File: src/rtl/bmu_rsp_collector.sv
// ============================================================================
// bmu_rsp_collector
// ----------------------------------------------------------------------------
// Receive-side companion to the BMU stimulus interface. Every op issued to the
// BMU (valid_in + tag_in) is tracked through a LAT-stage valid/tag pipe. When
// the op reaches the last stage its result_ff/error are sampled and pushed,
// together with the tag, into an in-order first-word-fall-through response
// FIFO. Responses leave over a valid/ready port. A combinational issue credit
// (issue_ok) counts buffered plus in-flight ops, so an issuer that honours it
// can never overrun the FIFO.
//
// Parameters
//   LAT    cycles from valid_in sampled to result_ff/error valid (1..4)
//   DEPTH  response FIFO entries (power of 2, 2..16)
//   TAG_W  op tag width
//
// Ports
//   clk        in   clock, all state on rising edge
//   rst        in   asynchronous active-high reset
//   valid_in   in   BMU op issued this cycle
//   tag_in     in   tag of the op issued this cycle
//   result_ff  in   BMU result, valid in the landing cycle
//   error      in   BMU error, aligned with result_ff
//   flush      in   synchronous clear of pipe, FIFO and overflow flag
//   rsp_valid  out  response available (FIFO not empty)
//   rsp_ready  in   consumer accepts the head response
//   rsp_tag    out  head response tag   (0 when empty)
//   rsp_data   out  head response data  (0 when empty)
//   rsp_error  out  head response error (0 when empty)
//   issue_ok   out  credit: an op may be issued this cycle
//   inflight   out  number of ops in the latency pipe
//   overflow   out  sticky: a landing result was dropped on a full FIFO
//   err_cnt    out  saturating count of dropped error responses
//
// Configuration
//   BMU_RSP_ERR_DROP_EN  defined: error landings are not enqueued, they bump
//                        err_cnt (saturating at 255) instead, so rsp_error is
//                        always 0. Undefined: error landings are enqueued with
//                        rsp_error=1 and err_cnt stays 0.
// ============================================================================
module bmu_rsp_collector #(
    parameter int LAT   = 1,
    parameter int DEPTH = 4,
    parameter int TAG_W = 4
) (
    input  logic             clk,
    input  logic             rst,
    input  logic             valid_in,
    input  logic [TAG_W-1:0] tag_in,
    input  logic [31:0]      result_ff,
    input  logic             error,
    input  logic             flush,
    output logic             rsp_valid,
    input  logic             rsp_ready,
    output logic [TAG_W-1:0] rsp_tag,
    output logic [31:0]      rsp_data,
    output logic             rsp_error,
    output logic             issue_ok,
    output logic [2:0]       inflight,
    output logic             overflow,
    output logic [7:0]       err_cnt
);

    localparam int PTR_W = $clog2(DEPTH);
    localparam int CNT_W = PTR_W + 1;

    typedef struct packed {
        logic [TAG_W-1:0] tag;
        logic [31:0]      data;
        logic             err;
    } rsp_t;

    // ------------------------------------------------------------------
    // Latency pipe: stage 0 takes {valid_in, tag_in} every cycle, stage
    // LAT-1 is the landing stage.
    // ------------------------------------------------------------------
    logic [LAT-1:0]            vld_pipe;
    logic [LAT-1:0][TAG_W-1:0] tag_pipe;

    always_ff @(posedge clk or posedge rst) begin
        if (rst) begin
            vld_pipe <= '0;
            tag_pipe <= '0;
        end else begin
            // flush kills everything in flight, including an op issued in
            // the flush cycle itself
            vld_pipe[0] <= valid_in & ~flush;
            tag_pipe[0] <= tag_in;
            for (int i = 1; i < LAT; i++) begin
                vld_pipe[i] <= vld_pipe[i-1] & ~flush;
                tag_pipe[i] <= tag_pipe[i-1];
            end
        end
    end

    always_comb begin
        inflight = '0;
        for (int i = 0; i < LAT; i++)
            inflight = inflight + 3'(vld_pipe[i]);
    end

    // ------------------------------------------------------------------
    // Landing and FIFO control
    // ------------------------------------------------------------------
    logic             land;
    logic             push;
    logic             pop;
    logic             full;
    logic             push_ok;
    logic             push_lost;
    rsp_t             land_ent;
    rsp_t             head;
    logic [CNT_W-1:0] count;
    logic [PTR_W-1:0] wr_ptr;
    logic [PTR_W-1:0] rd_ptr;
    rsp_t             mem [DEPTH];

    // a landing in the flush cycle is discarded
    assign land = vld_pipe[LAT-1] & ~flush;

    assign land_ent.tag  = tag_pipe[LAT-1];
    assign land_ent.data = result_ff;
    assign land_ent.err  = error;

`ifdef BMU_RSP_ERR_DROP_EN
    logic       err_drop;
    logic [7:0] err_q;

    assign err_drop = land & error;
    assign push     = land & ~error;

    always_ff @(posedge clk or posedge rst) begin
        if (rst)
            err_q <= '0;
        else if (err_drop && err_q != 8'hff)
            err_q <= err_q + 8'd1;
    end

    assign err_cnt = err_q;
`else
    assign push    = land;
    assign err_cnt = '0;
`endif

    assign full      = (count == CNT_W'(DEPTH));
    assign pop       = rsp_valid & rsp_ready;
    // full + push + pop: the slot freed by the pop takes the new entry
    assign push_ok   = push & (~full | pop);
    assign push_lost = push & full & ~pop;

    always_ff @(posedge clk or posedge rst) begin
        if (rst) begin
            count    <= '0;
            wr_ptr   <= '0;
            rd_ptr   <= '0;
            overflow <= 1'b0;
        end else if (flush) begin
            count    <= '0;
            wr_ptr   <= '0;
            rd_ptr   <= '0;
            overflow <= 1'b0;
        end else begin
            // pointers are PTR_W wide, so they wrap modulo DEPTH naturally
            if (push_ok) wr_ptr <= wr_ptr + 1'b1;
            if (pop)     rd_ptr <= rd_ptr + 1'b1;
            case ({push_ok, pop})
                2'b10:   count <= count + 1'b1;
                2'b01:   count <= count - 1'b1;
                default: count <= count;
            endcase
            if (push_lost) overflow <= 1'b1;
        end
    end

    // Storage is not reset: outputs are gated by count, so stale contents
    // are never visible.
    always_ff @(posedge clk) begin
        if (push_ok)
            mem[wr_ptr] <= land_ent;
    end

    assign head = mem[rd_ptr];

    // ------------------------------------------------------------------
    // Response port and issue credit
    // ------------------------------------------------------------------
    always_comb begin
        rsp_valid = (count != '0);
        rsp_tag   = '0;
        rsp_data  = '0;
        rsp_error = 1'b0;
        if (rsp_valid) begin
            rsp_tag   = head.tag;
            rsp_data  = head.data;
            rsp_error = head.err;
        end
    end

    // Buffered plus in-flight ops must leave room for the op issued now.
    logic [7:0] occupancy;
    assign occupancy = 8'(count) + 8'(inflight);
    assign issue_ok  = (occupancy < 8'(DEPTH));

endmodule

File: config.mk
export PLATFORM = sky130hd
export DESIGN_NAME = bmu_rsp_collector
export DESIGN_NICKNAME = d
export VERILOG_FILES = /design/src/rtl/bmu_rsp_collector.sv
export SDC_FILE = /design/constraint.sdc
export NUM_CORES = 1
export LEC_CHECK = 0
export ABC_AREA = 1
export BUFFER_PORTS_ARGS = -buffer_cell sky130_fd_sc_hd__clkbuf_2
export CORE_AREA = 4 4 116 118
export CTS_BUF_LIST = sky130_fd_sc_hd__clkbuf_4
export DETAILED_ROUTE_END_ITERATION = 7
export DIE_AREA = 0 0 120 122
export GPL_ROUTABILITY_DRIVEN = 0
export GPL_TIMING_DRIVEN = 0
export PLACE_DENSITY = 0.8
export SYNTH_ARGS = -nofsm -noshare
export SYNTH_HDL_FRONTEND = slang
export SYNTH_SLANG_ARGS = --single-unit
File: constraint.sdc
create_clock -name clk -period 2.64 [get_ports clk]
set_input_delay 0.264 -clock clk [delete_from_list [all_inputs] [get_ports clk]]
set_output_delay 0.264 -clock clk [all_outputs]
set_load 0.02 [all_outputs]
After elaboration in Yosys (flattened, before gate mapping)
Memories as Yosys holds them, arrays and structs flattened.
Index checks and enable logic that the tools add are counted.
{ "totals": {"reg_bits": 13, "ram_bits": 148, "input_bits": 42, "n_memories": 1} }
{ "classes": {"add_sub_neg": 5, "order_cmp": 1, "n_eq_ne": 3, "muxes": 13, "n_bitwise": 10, "n_reduce_logical": 5} }
{ "mem_list": {"columns": ["name", "depth", "width", "rd", "rd_ports_with_merged_regs", "wr", "line", "rtl"], "rows": [
  ["mem", 4, 37, 1, 0, 1, "116", "rsp_t mem [DEPTH];"]
]} }
{ "op_table": {"columns": ["op", "count"], "rows": [
  ["$mux 32", 1],
  ["$mux 2", 4],
  ["$and 1x1->1", 6],
  ["$pmux 3 s2", 1],
  ["$reduce_bool 2->1", 3],
  ["$reduce_bool 3->1", 2],
  ["$mux 1", 5],
  ["$add 2x1->2 const B", 2],
  ["$add 3x1->4", 1],
  ["$lt 4x3->1 const B", 1],
  ["$mux 4", 1],
  ["$add 3x1->3 const B", 1],
  ["$eq 3x3->1 const B", 1],
  ["$mux 3", 1],
  ["$not 1->1", 3],
  ["$sub 3x1->3 const B", 1],
  ["$eq 2x1->1 const B", 1],
  ["$eq 2x2->1 const B", 1],
  ["$or 1x1->1", 1]
]} }

Depth between registers and ports, before layout
{ "logic_depth": {"word_depth": 7, "depth_mapped": 9} }

Least setup slack after synthesis
No wires, ideal clock.
{ "synth_path": {"path_type": "register to register", "from": "register count[2]", "to": "memory mem[0][0] (netlist bit), enable pin", "setup_ns": 0.431, "t_arrival_ns": 2.346, "t_required_ns": 2.209, "path_slack_ns": -0.137, "path_stages_with_launch": 6, "synth_period_minus_slack_ns": 2.777, "cell_sequence": "dfrtp_1 -> inv_1 -> nor2_1 -> nand2_1 -> nand2_1 -> nor2_1"} }
{ "synth_between": {"elab_chain_cells": 6, "elab_cells_between_ends": 8, "cone_classes": "eq/ne (1); mux (2); bitwise (4); reduce/logical (1)"} }
{ "synth_lines": {"columns": ["element", "line", "rtl"], "rows": [
  ["start, declared", "113", "logic [CNT_W-1:0] count;"],
  ["start signal, assigned", "167", "2'b10: count <= count + 1'b1;"],
  ["start signal, assigned", "168", "2'b01: count <= count - 1'b1;"],
  ["start signal, assigned", "169", "default: count <= count;"],
  ["$reduce_bool 3->1 / $eq 3x3->1 (equally long branches)", "188, 145", null],
  ["$and 1x1->1 / $not 1->1 (equally long branches)", "146, 148", null],
  ["$or 1x1->1 *", "148", "assign push_ok = push & (~full | pop);"],
  ["$and 1x1->1 *", "148", null],
  ["$mux 1 *", "178", "if (push_ok)"],
  ["$mux 1 (implied by the code) *", "179", "mem[wr_ptr] <= land_ent;"],
  ["end, declared", "116", null]
]} }
Mark *: on every way between the ends. The rest lies on a longest branch, timed or not.

Final worst setup path
{ "layout_path": {"from": "register rd_ptr[0]", "to": "output rsp_data[31]"} }
{ "layout_between": {"elab_chain_cells": 2} }
{ "layout_lines": {"columns": ["element", "line", "rtl"], "rows": [
  ["start, declared", "115", "logic [PTR_W-1:0] rd_ptr;"],
  ["start signal, assigned", "165", "if (pop) rd_ptr <= rd_ptr + 1'b1;"],
  ["$mem_v2 4x37", null, null],
  ["$mux 32", "192", "if (rsp_valid) begin"],
  ["end, declared", "56", "output logic [31:0] rsp_data,"]
]} }
No other way between the ends.

==> metrics.csv <==
stage,metric,value,unit
setup_path,critPathTopFamily,buffers and inverters,
global_routing,grt_pass1_wl,21400,µm
logic_synthesis,synth_area,6460,µm²
die,core,12500,µm²
logic_synthesis,netlist.area_leader.share,68.8,%
clock_tree,cts_buffers,17,
clock_tree,cts_sinks,161,
sta,max_freq,0.419,GHz
clock_tree,htree_num_levels,4,
outcome,status,finished clean,
cells_and_area,drive_gt1_share,23.6,%
sta,post-route-period-util,90.5,%
logic_synthesis,synthCells,522,
setup_path,cpMostUsedCell,clkbuf_2,
setup_path,crit_fanout,10,
setup_path,rr_endpoint,mem[1][28]$_DFFE_PP_,
pwr,irDropWorstVdd,0.325,mV
sta,fin_worst_skew,19.1,ps
setup_path,critical_path.endpoint,rsp_data[31],
pwr,power_leakage,3.02,nW
placed_design,io_buffers,82,
logic_synthesis,synth_top_area_cell,edfxtp_1,
die,dieArea,14600,µm²
logic_synthesis,synth_area_leaders,"edfxtp_1 69%, nor2_1 9.0%, dfrtp_1 5.0%",
sta,max-slew-margin-rel,44.5,%
detailed_routing,drc,0,
die,initial_core_util,51.8,%
logic_synthesis,synth_cell_type_count,25,
global_routing,track_usage,19.2,%
logic_synthesis,ys_ff_latch,161,
global_routing,grt_overflow_total,0,
placed_design,dp_hpwl,8720,µm
cells_and_area,final_util,63.6,%
die,rows,41,
cells_and_area,nNetsFinal,724,
sta,rsz0062_at_grt,false,
global_routing,grt_max_degree,26,
global_routing,antenna_found_initial,0,
sta,setup_viol,0,
sta,min_period,2390,ps
sta,hold_viol,0,
cells_and_area,final_common_cell,nor2_1,
clock_tree,clk_latency,530,ps
setup_path,slowest_stage,dfrtp_1,
detailed_routing,avgRoutedWirePerCell,15.9,µm
detailed_routing,wirelength,13700,µm
detailed_routing,drt-initial-drc-count,310,
setup_path,path_depth,6,
die,num_io_pins,93,
setup_path,path_buf_inv,4,
cells_and_area,mostFrequentLayoutCells,"150 x nor2_1, 148 x edfxtp_1, 86 x clkbuf_2",
cells_and_area,area_growth,22.7,%
sta,whs,73.8,ps
cells_and_area,diodes,0,
die,die_h,122,µm
detailed_routing,via_count,4383,
hold_path,hold_class,primary input to register,
detailed_routing,ant_nets,0,
setup_path,r2r_start,count[2]$_DFFE_PP0P_,
setup_path,crit_arrival,2120,ps
clock_tree,cts_resized,0,
setup_path,crit_path_end_kind,output pin,
setup_path,crit_path_start,rd_ptr[0]$_DFFE_PP0P_,
setup_path,path_class,register to output pin,
logic_synthesis,yosysSeqAreaShare,73.9,%
job,drv_cap,0,
detailed_routing,firstDrtPassIters,5,
die,die_w,120,µm
global_routing,grt_pass1_vias,4317,
clock_tree,postCtsSetupRepairBufs,0,
setup_path,worstPathRequired,2380,ps
setup_path,reg2reg_slack,370,ps
logic_synthesis,avgSynthCellArea,12.4,µm²
clock_tree,holdBufCountCts,41,
sta,maxSlewViolCount,0,
pwr,powerDensity,640,nW/µm²
setup_path,start_kind,register,
clock_tree,path_clk_slew,130,ps
setup_path,cpPeakStageDelay,450,ps
setup_path,crit_chain,"inv_2, buf_2, clkbuf_2, o21ai_1, a21oi_1, clkbuf_2",
logic_synthesis,ys_warn_count,0,
sta,worst_pin_slew,830,ps
clock_tree,max-clock-path-buffers,2,
setup_path,worstRegToRegCells,6,
clock_tree,cts_root_buf,clkbuf_4,
clock_tree,cts_tree,yes,
detailed_routing,viasPerCell,5.08,
[Yosys cell counts]
cell type  number
nand2_1        13
nand3_2         2
nand3_1         6
buf_4          17
a21oi_2         1
inv_2           3
ha_1            4
nand4_1         3
edfxtp_1      148
o21ai_1        49
o21ai_0        27
dfrtp_1        13
clkbuf_2        4
nand2_2         1
nor2_1        154
a21oi_1        40
conb_1          1
xnor2_1         1
xor2_1          1
buf_1           3
inv_1          15
fa_1            1
nor2_4          1
buf_2          12
clkbuf_1        2
[layout make-up]
cell class	count	area, µm²
flip-flops and latches	161	4770
fillers	959	4540
multi-input cells	314	1460
repair buffers	127	923
plain buffers	38	226
well taps	172	215
clock buffers	18	135
clock inverters	14	129
inverters	18	67.6
[worst min-delay path, stage by stage]
cell and delay, ps:
clkbuf_2 120, nand2_1 110, a21oi_1 80
[stage by stage]
stage / cell area (µm²) / cells / setup WS [ps] / TNS, ps / power, mW
4_1_cts: 7920 / 862 / 173 / 0 / 5.11
3_5_place_dp: 7250 / 789 / 312 / 0 / 3.76
6_report: 7920 / 862 / 252 / 0 / 5.07
5_1_grt: 7920 / 862 / 58.1 / 0 / 5.31
3_3_place_gp: 7120 / 785 / -1390 / -202460 / 3.73
2_1_floorplan: 6490 / 531 / -137 / -20300 / 3.44
[logic make-up after synthesis]
| group | synth area share, % |
|---|---|
| AOI/OAI and AO/OA | 9.13 |
| xor gates and xnor gates | 0.271 |
| adders and majority gates | 1.09 |
| buffers and inverters | 4.55 |
| DFF | 73.9 |
| other | 0.0581 |
| and+or+nand+nor | 11.0 |
[per-layer routing]
metal  wire length [µm]  global-route usage [%]  vias up  share of wire [%]
li1                   -                       -     2117                  -
met1               5660                    23.4     2090                 41
met2               7030                    33.4      157                 51
met3                837                    5.39       19                6.1
met4                164                    6.23        0                1.2
met5                  0                       0        -                  0
[how the worst min path moves through the flow]
stage / startpoint / end / slack (ps) / depth (start not counted)
floorplan: rst / count[0]$_DFFE_PP0P_ / 140 / 1
global placement: rst / overflow$_DFFE_PP0P_ / 280 / 2
detailed placement: rst / overflow$_DFFE_PP0P_ / 300 / 2
CTS: rsp_ready / rd_ptr[0]$_DFFE_PP0P_ / 20 / 3
global route: rsp_ready / rd_ptr[1]$_DFFE_PP0P_ / 30 / 3
finish: rsp_ready / rd_ptr[0]$_DFFE_PP0P_ / 70 / 3
[power breakdown]
group	internal, mW	switching, mW	leakage, nW
Combinational	0.292	0.605	1.38
Clock	0.489	0.831	0.140
Sequential	2.83	0.0259	1.51
Total	3.61	1.46	3.02
[sequential cells by signal, indices dropped and copies added (netlist names)]
signal / cells
mem: 148
wr_ptr: 2
vld_pipe: 1
overflow: 1
count: 3
tag_pipe: 4
rd_ptr: 2
Note: power is estimated with default switching activity, not from simulation.
